**src/rtl/axi_addr_router.sv**
```systemverilog
// AXI address-channel router: zero-cycle decode/fan-out, in-order slave lock, routing FIFO (rsp_* one cycle after accept).
// Stalls when the FIFO is full or a slave switch waits for drain; AXI_ADDR_ROUTER_DECERR_EN accepts decode misses locally.
module axi_addr_router #(
  parameter int                         NUM_SLAVES      = 5,
  parameter logic [NUM_SLAVES*32-1:0]   SLAVE_BASE      = {32'h4000_0000, 32'h3000_0000, 32'h2000_0000,
                                                           32'h1000_0000, 32'h0000_0000},
  parameter logic [NUM_SLAVES*32-1:0]   SLAVE_MASK      = {5{32'hF000_0000}},
  parameter int                         MAX_OUTSTANDING = 4
) (
  input  logic                            clk,
  input  logic                            reset_n,
  input  logic [31:0]                     m_addr,
  input  logic [7:0]                      m_len,
  input  logic [2:0]                      m_size,
  input  logic [1:0]                      m_burst,
  input  logic                            m_valid,
  output logic                            m_ready,
  output logic [NUM_SLAVES*32-1:0]        s_addr,
  output logic [NUM_SLAVES*8-1:0]         s_len,
  output logic [NUM_SLAVES*3-1:0]         s_size,
  output logic [NUM_SLAVES*2-1:0]         s_burst,
  output logic [NUM_SLAVES-1:0]           s_valid,
  input  logic [NUM_SLAVES-1:0]           s_ready,
  output logic                            rsp_valid,
  output logic [2:0]                      rsp_sel,
  output logic                            rsp_decerr,
  input  logic                            rsp_pop,
  output logic [$clog2(MAX_OUTSTANDING):0] outstanding
);

  localparam int              PTR_W = $clog2(MAX_OUTSTANDING);
  localparam logic [PTR_W:0]  DEPTH = (PTR_W+1)'(MAX_OUTSTANDING);

  typedef struct packed {
    logic [2:0] sel;
    logic       decerr;
  } entry_t;

  entry_t           fifo_q [MAX_OUTSTANDING];
  entry_t           fifo_d [MAX_OUTSTANDING];
  logic [PTR_W-1:0] wr_ptr_q, wr_ptr_d;
  logic [PTR_W-1:0] rd_ptr_q, rd_ptr_d;
  logic [PTR_W:0]   count_q, count_d;
  logic [2:0]       last_sel_q, last_sel_d;
  logic             last_miss_q, last_miss_d;

  logic       hit;
  logic [2:0] dec_sel;
  logic [2:0] sel;
  logic       miss;
  logic       sel_rdy;
  logic       full;
  logic       stall;
  logic       push;
  logic       pop;
  entry_t     head;

  assign s_addr  = {NUM_SLAVES{m_addr}};
  assign s_len   = {NUM_SLAVES{m_len}};
  assign s_size  = {NUM_SLAVES{m_size}};
  assign s_burst = {NUM_SLAVES{m_burst}};

  // Walk downward so the lowest matching slave index wins.
  always_comb begin
    hit     = 1'b0;
    dec_sel = '0;
    for (int i = NUM_SLAVES-1; i >= 0; i--) begin
      if ((m_addr & SLAVE_MASK[i*32 +: 32]) == SLAVE_BASE[i*32 +: 32]) begin
        hit     = 1'b1;
        dec_sel = 3'(i);
      end
    end
  end

`ifdef AXI_ADDR_ROUTER_DECERR_EN
  assign sel  = dec_sel;
  assign miss = ~hit;
`else
  assign sel  = hit ? dec_sel : 3'(NUM_SLAVES-1);
  assign miss = 1'b0;
`endif

  // Lock uses the registered count: a pop this cycle does not release a switch or a full FIFO.
  assign full  = (count_q == DEPTH);
  assign stall = full | ((count_q != '0) && ((sel != last_sel_q) || (miss != last_miss_q)));

  always_comb begin
    sel_rdy = 1'b0;
    s_valid = '0;
    for (int i = 0; i < NUM_SLAVES; i++) begin
      if (sel == 3'(i)) begin
        sel_rdy    = s_ready[i];
        s_valid[i] = m_valid & ~stall & ~miss;
      end
    end
  end

  assign m_ready = ~stall & (miss | sel_rdy);
  assign push    = m_valid & m_ready;
  assign pop     = rsp_pop & (count_q != '0);

  always_comb begin
    fifo_d      = fifo_q;
    wr_ptr_d    = wr_ptr_q;
    rd_ptr_d    = rd_ptr_q;
    count_d     = count_q;
    last_sel_d  = last_sel_q;
    last_miss_d = last_miss_q;
    if (push) begin
      fifo_d[wr_ptr_q] = '{sel: sel, decerr: miss};
      wr_ptr_d         = wr_ptr_q + PTR_W'(1);
      last_sel_d       = sel;
      last_miss_d      = miss;
    end
    if (pop) begin
      rd_ptr_d = rd_ptr_q + PTR_W'(1);
    end
    case ({push, pop})
      2'b10:   count_d = count_q + (PTR_W+1)'(1);
      2'b01:   count_d = count_q - (PTR_W+1)'(1);
      default: count_d = count_q;
    endcase
  end

  always_ff @(posedge clk or negedge reset_n) begin
    if (!reset_n) begin
      fifo_q      <= '{default: '0};
      wr_ptr_q    <= '0;
      rd_ptr_q    <= '0;
      count_q     <= '0;
      last_sel_q  <= '0;
      last_miss_q <= 1'b0;
    end else begin
      fifo_q      <= fifo_d;
      wr_ptr_q    <= wr_ptr_d;
      rd_ptr_q    <= rd_ptr_d;
      count_q     <= count_d;
      last_sel_q  <= last_sel_d;
      last_miss_q <= last_miss_d;
    end
  end

  // decerr is only ever stored as 1 when misses are accepted locally.
  assign head        = fifo_q[rd_ptr_q];
  assign rsp_valid   = (count_q != '0);
  assign rsp_sel     = rsp_valid ? head.sel : 3'd0;
  assign rsp_decerr  = rsp_valid & head.decerr;
  assign outstanding = count_q;

endmodule

```
**config.mk**
```make
export PLATFORM = sky130hd
export DESIGN_NAME = axi_addr_router
export DESIGN_NICKNAME = d
export VERILOG_FILES = /design/src/rtl/axi_addr_router.sv
export SDC_FILE = /design/constraint.sdc
export NUM_CORES = 1
export LEC_CHECK = 0
export BUFFER_PORTS_ARGS = -buffer_cell sky130_fd_sc_hd__buf_2
export CORE_AREA = 4 4 112 114
export CTS_CLUSTER_SIZE = 8
export DETAILED_ROUTE_END_ITERATION = 16
export DIE_AREA = 0 0 116 118
export MAX_ROUTING_LAYER = met4
export PLACE_DENSITY = 0.68
export SETUP_SLACK_MARGIN = 0.15
export SYNTH_ARGS = -nofsm -noshare
export SYNTH_HDL_FRONTEND = slang
export SYNTH_SLANG_ARGS = --single-unit
export TNS_END_PERCENT = 20
```
**constraint.sdc**
```tcl
create_clock -name clk -period 2.54 [get_ports clk]
set_clock_uncertainty 0.15 [all_clocks]
set_input_delay 0.127 -clock clk [delete_from_list [all_inputs] [get_ports clk]]
set_output_delay 0.127 -clock clk [all_outputs]
set_load 0.05 [all_outputs]
```
==> impl_metrics.env <==
export IMPL_post_synth_fa_ha_maj_area_fraction_pct=2.73
export IMPL_firstDrtPassIters=4
export IMPL_post_synth_top_area_fraction_pct=56.1
export IMPL_finalInstanceArea_um2=1880
export IMPL_critPathMaxStageDelay_ns=0.44
export IMPL_drt_total_wl_mm=4.70
export IMPL_design_final_nets=226
export IMPL_synth_simple_gate_area_share_pct=7.44
export IMPL_max_vdd_ir_drop_mv=0.406
export IMPL_post_synth_top_area_cell="sky130_fd_sc_hd__buf_4"
export IMPL_synth_top_cells_by_area="sky130_fd_sc_hd__buf_4, sky130_fd_sc_hd__dfrtp_1, sky130_fd_sc_hd__mux2_1"
export IMPL_cts_path_max_buffers=2
export IMPL_critPathKind="reg -> out"
export IMPL_synth_compound_area_share_pct=4.88
export IMPL_seq_area_frac_synth_pct=18.2
export IMPL_first_global_vias=1236
export IMPL_globalRouteTotalUtil_pct=6.69
export IMPL_cpLargestDelayFamily="simple AND/OR/NAND/NOR gates"
export IMPL_tritoncts="built"
export IMPL_placed_cell_area_um2=1760
export IMPL_static_leakage_nw=0.868
export IMPL_path_clk_slew_ns=0.06
export IMPL_worst_rel_slew_slack_pct=65.6
export IMPL_synth_warnings=0
export IMPL_postRouteAntennaNets=0
export IMPL_vias=1186
export IMPL_buffer_ports_inserted=45
export IMPL_initial_utilization_pct=26.5
export IMPL_hold_class="in -> reg"
export IMPL_critPathRequiredTime_ns=2.26
export IMPL_largest_family_of_logic_cells_by_synthesized_area="buffers and inverters"
export IMPL_pre_cts_slack_ns=0.0779
export IMPL_count_of_boundary_i_o_pins=293
export IMPL_final_critical_path_setup_slack_ns=0.251
export IMPL_route_met2_wl_mm=2.15
export IMPL_grt_first_pass_wirelength_mm=7.06
export IMPL_nets_in_the_synthesized_netlist=399
export IMPL_drt_initial_drc_count=19
export IMPL_timing_critical_path_to_type="output port"
export IMPL_place_congestion=0.761
export IMPL_top_layer_used="met4"
export IMPL_post_route_min_period_ns=2.29
export IMPL_timing_critical_path_cells="nor3_4 -> inv_4 -> nand4_1 -> o211a_4 -> buf_6 -> and3_1 -> buf_4"
export IMPL_design_die_area_um2=13700
export IMPL_cts_root_buffer_cell="sky130_fd_sc_hd__clkbuf_16"
export IMPL_cp_max_fo=19
export IMPL_placeableCoreArea_um2=11400
export IMPL_met3RoutedLength_um=579
export IMPL_m1_wire_length_mm=1.56
export IMPL_status="completed"
export IMPL_tightestPinTransition_ns=0.517
export IMPL_area_delta_synth_final_pct=-37.9
export IMPL_cap_violations=0
export IMPL_synth_common_cells="sky130_fd_sc_hd__buf_4, sky130_fd_sc_hd__dfrtp_1, sky130_fd_sc_hd__inv_1, sky130_fd_sc_hd__mux2_1, sky130_fd_sc_hd__and2_1"
export IMPL_floorplan_die_width_um=116
export IMPL_totalNegativeSetupSlack_ns=0
export IMPL_htreeDepth=1
export IMPL_reg2reg_setup_slack_ns=0.28
export IMPL_vias_per_cell=3.85
export IMPL_syn_cell_area_um2=3030
export IMPL_core_rowCount=39
export IMPL_report_final_hold_viol_count=0
export IMPL_synthCells=339
export IMPL_layout_drive_gt1_share_pct=47.3
export IMPL_synth_lib_cells_used_distinct=38
export IMPL_finalCritPeriodShare_pct=90.1
export IMPL_synth_seq_cells=22
export IMPL_postSynthAreaPerCell_um2=8.93
export IMPL_synth_main_ff_cell="sky130_fd_sc_hd__dfrtp_1"
export IMPL_slowest_stage_cell_on_the_critical_path="sky130_fd_sc_hd__dfrtp_2"
export IMPL_synth_area_mux_share_pct=5.99
export IMPL_xor_xnor_fraction_of_synth_area_pct=2.32
export IMPL_clock_sinks=22
export IMPL_cts_buffers=3
export IMPL_wl_per_cell_um=15.3
export IMPL_total_half_perimeter_wirelength_after_legalization_and_detailed_placement_mm=3.77
export IMPL_synth_enable_flop_cells=0
export IMPL_timing_critical_path_from_type="flip-flop"
export IMPL_grt_overflow_total=0
export IMPL_detail_route_drc_violations=0
export IMPL_setup_violating_endpoint_count_in_the_final_report=0
export IMPL_synth_async_sr_flop_share_pct=100
export IMPL_crit_arrival_ns=2.01
export IMPL_n_antenna_cell=0
export IMPL_die_height_um=118
export IMPL_antenna_found_initial=0
export IMPL_clk_insertion_delay_late_ns=0.26
export IMPL_rsz0062_at_grt="no"
export IMPL_timing_hold_ws_ns=0.0470
export IMPL_report_final_slew_viol_count=0
export IMPL_grt_max_degree=23
export IMPL_power_per_cell_area_nw_per_um2=1130
export IMPL_f_max_mhz=437
export IMPL_timing_critical_path_buf_inv=3
export IMPL_yosys_cell_count_top_type="sky130_fd_sc_hd__buf_4"
stage by stage:
stage,util (%),std cells,total power [mW]
6_report,16.5,308,2.13
5_1_grt,16.5,308,2.28
4_1_cts,16.3,306,2.13
3_5_place_dp,15.4,301,1.78
3_3_place_gp,15.4,301,1.76
2_1_floorplan,-,339,2.41
cells by family (layout without fill, tap and decap cells):
kind of cell             after synthesis  after routing
buffers and inverters                240             66
AND/OR/NAND/NOR                       32             32
flip-flops                            22             22
AO/OA/AOI/OAI                         17             17
multiplexers                          13             13
XOR/XNOR                               8              8
adder cells (fa/ha/maj)                6              6
other                                  1              1
state kept, by name, summed over array words and instances (netlist names):
name         cells
outstanding      3
last_sel_q       3
wr_ptr_q         2
fifo_q          12
rd_ptr_q         2
worst register-to-register path, stage by stage (launching register included):
cell and delay, ns:
sky130_fd_sc_hd__dfrtp_1 0.43, sky130_fd_sc_hd__xnor2_1 0.14, sky130_fd_sc_hd__nand4_1 0.08, sky130_fd_sc_hd__nand4_1 0.16
sky130_fd_sc_hd__o211a_4 0.21, sky130_fd_sc_hd__nand2_4 0.09, sky130_fd_sc_hd__ha_4 0.14, sky130_fd_sc_hd__inv_2 0.03
sky130_fd_sc_hd__fa_2 0.32, sky130_fd_sc_hd__xor2_1 0.14, sky130_fd_sc_hd__nor2_1 0.12, sky130_fd_sc_hd__xor2_1 0.16
worst paths after layout:
kind,start,endpoint,cells past startpoint
max,outstanding[2]$_DFFE_PN0P_,s_valid[3],7
min,s_ready[4],last_sel_q[2]$_DFFE_PN0P_,3
max reg2reg,last_sel_q[0]$_DFFE_PN0P_,outstanding[2]$_DFFE_PN0P_,11
min reg2reg,fifo_q[13]$_DFFE_PN0P_,fifo_q[13]$_DFFE_PN0P_,1
max in group asynchronous,reset_n,outstanding[1]$_DFFE_PN0P_,2
min in group asynchronous,reset_n,fifo_q[15]$_DFFE_PN0P_,2
placed cells by master, fill, tap and decap left out, types with 2 or more instances in the layout:
| cell type | synthesis | layout |
|---|---|---|
| sky130_fd_sc_hd__and3_1 | 2 | 2 |
| sky130_fd_sc_hd__dfrtp_1 | 22 | 19 |
| sky130_fd_sc_hd__nand2_1 | 2 | 2 |
| sky130_fd_sc_hd__a32o_1 | 4 | 4 |
| sky130_fd_sc_hd__dfrtp_2 | 0 | 3 |
| sky130_fd_sc_hd__nand3_1 | 2 | 2 |
| sky130_fd_sc_hd__buf_4 | 226 | 9 |
| sky130_fd_sc_hd__nand4_1 | 2 | 2 |
| sky130_fd_sc_hd__nor2_1 | 5 | 4 |
| sky130_fd_sc_hd__nor2_2 | 1 | 2 |
| sky130_fd_sc_hd__mux2i_1 | 2 | 2 |
| sky130_fd_sc_hd__xnor2_1 | 5 | 5 |
| sky130_fd_sc_hd__inv_1 | 10 | 8 |
| sky130_fd_sc_hd__buf_2 | 1 | 41 |
| sky130_fd_sc_hd__a32oi_1 | 4 | 4 |
| sky130_fd_sc_hd__mux4_2 | 3 | 3 |
| sky130_fd_sc_hd__clkbuf_16 | 0 | 3 |
| sky130_fd_sc_hd__and2_1 | 6 | 6 |
| sky130_fd_sc_hd__a21oi_1 | 5 | 5 |
| sky130_fd_sc_hd__xor2_1 | 3 | 3 |
| sky130_fd_sc_hd__nand3_2 | 4 | 4 |
| sky130_fd_sc_hd__ha_1 | 5 | 4 |
| sky130_fd_sc_hd__mux2_1 | 7 | 7 |
power by group:
| group | internal (mW) | total (mW) | switching [mW] |
|---|---|---|---|
| clock network | 0.214 | 0.333 | 0.119 |
| logic | 0.422 | 1.14 | 0.717 |
| registers | 0.508 | 0.662 | 0.154 |
final cells by class:
class	instances	area, µm²
clock buffers	4	78.8
fillers	1286	9540
inverters	10	40.0
multi-input cells	77	734
flip-flops and latches	22	554
well taps	143	179
repair buffers	52	294
routing by layer:
layer	track usage (%)	vias to the layer above
met3	3.50	60
met2	9.42	82
met5	-	-
li1	-	508
met1	6.55	536
met4	6.02	0
timing repair:
action,in CTS,in global routing
hold endpoints to repair,22,0
resized for setup,4,1
hold buffers,1,0
pin swaps,0,3
setup buffers,0,2
setup endpoints to repair,5,6
(Power assumes the default switching activity.)
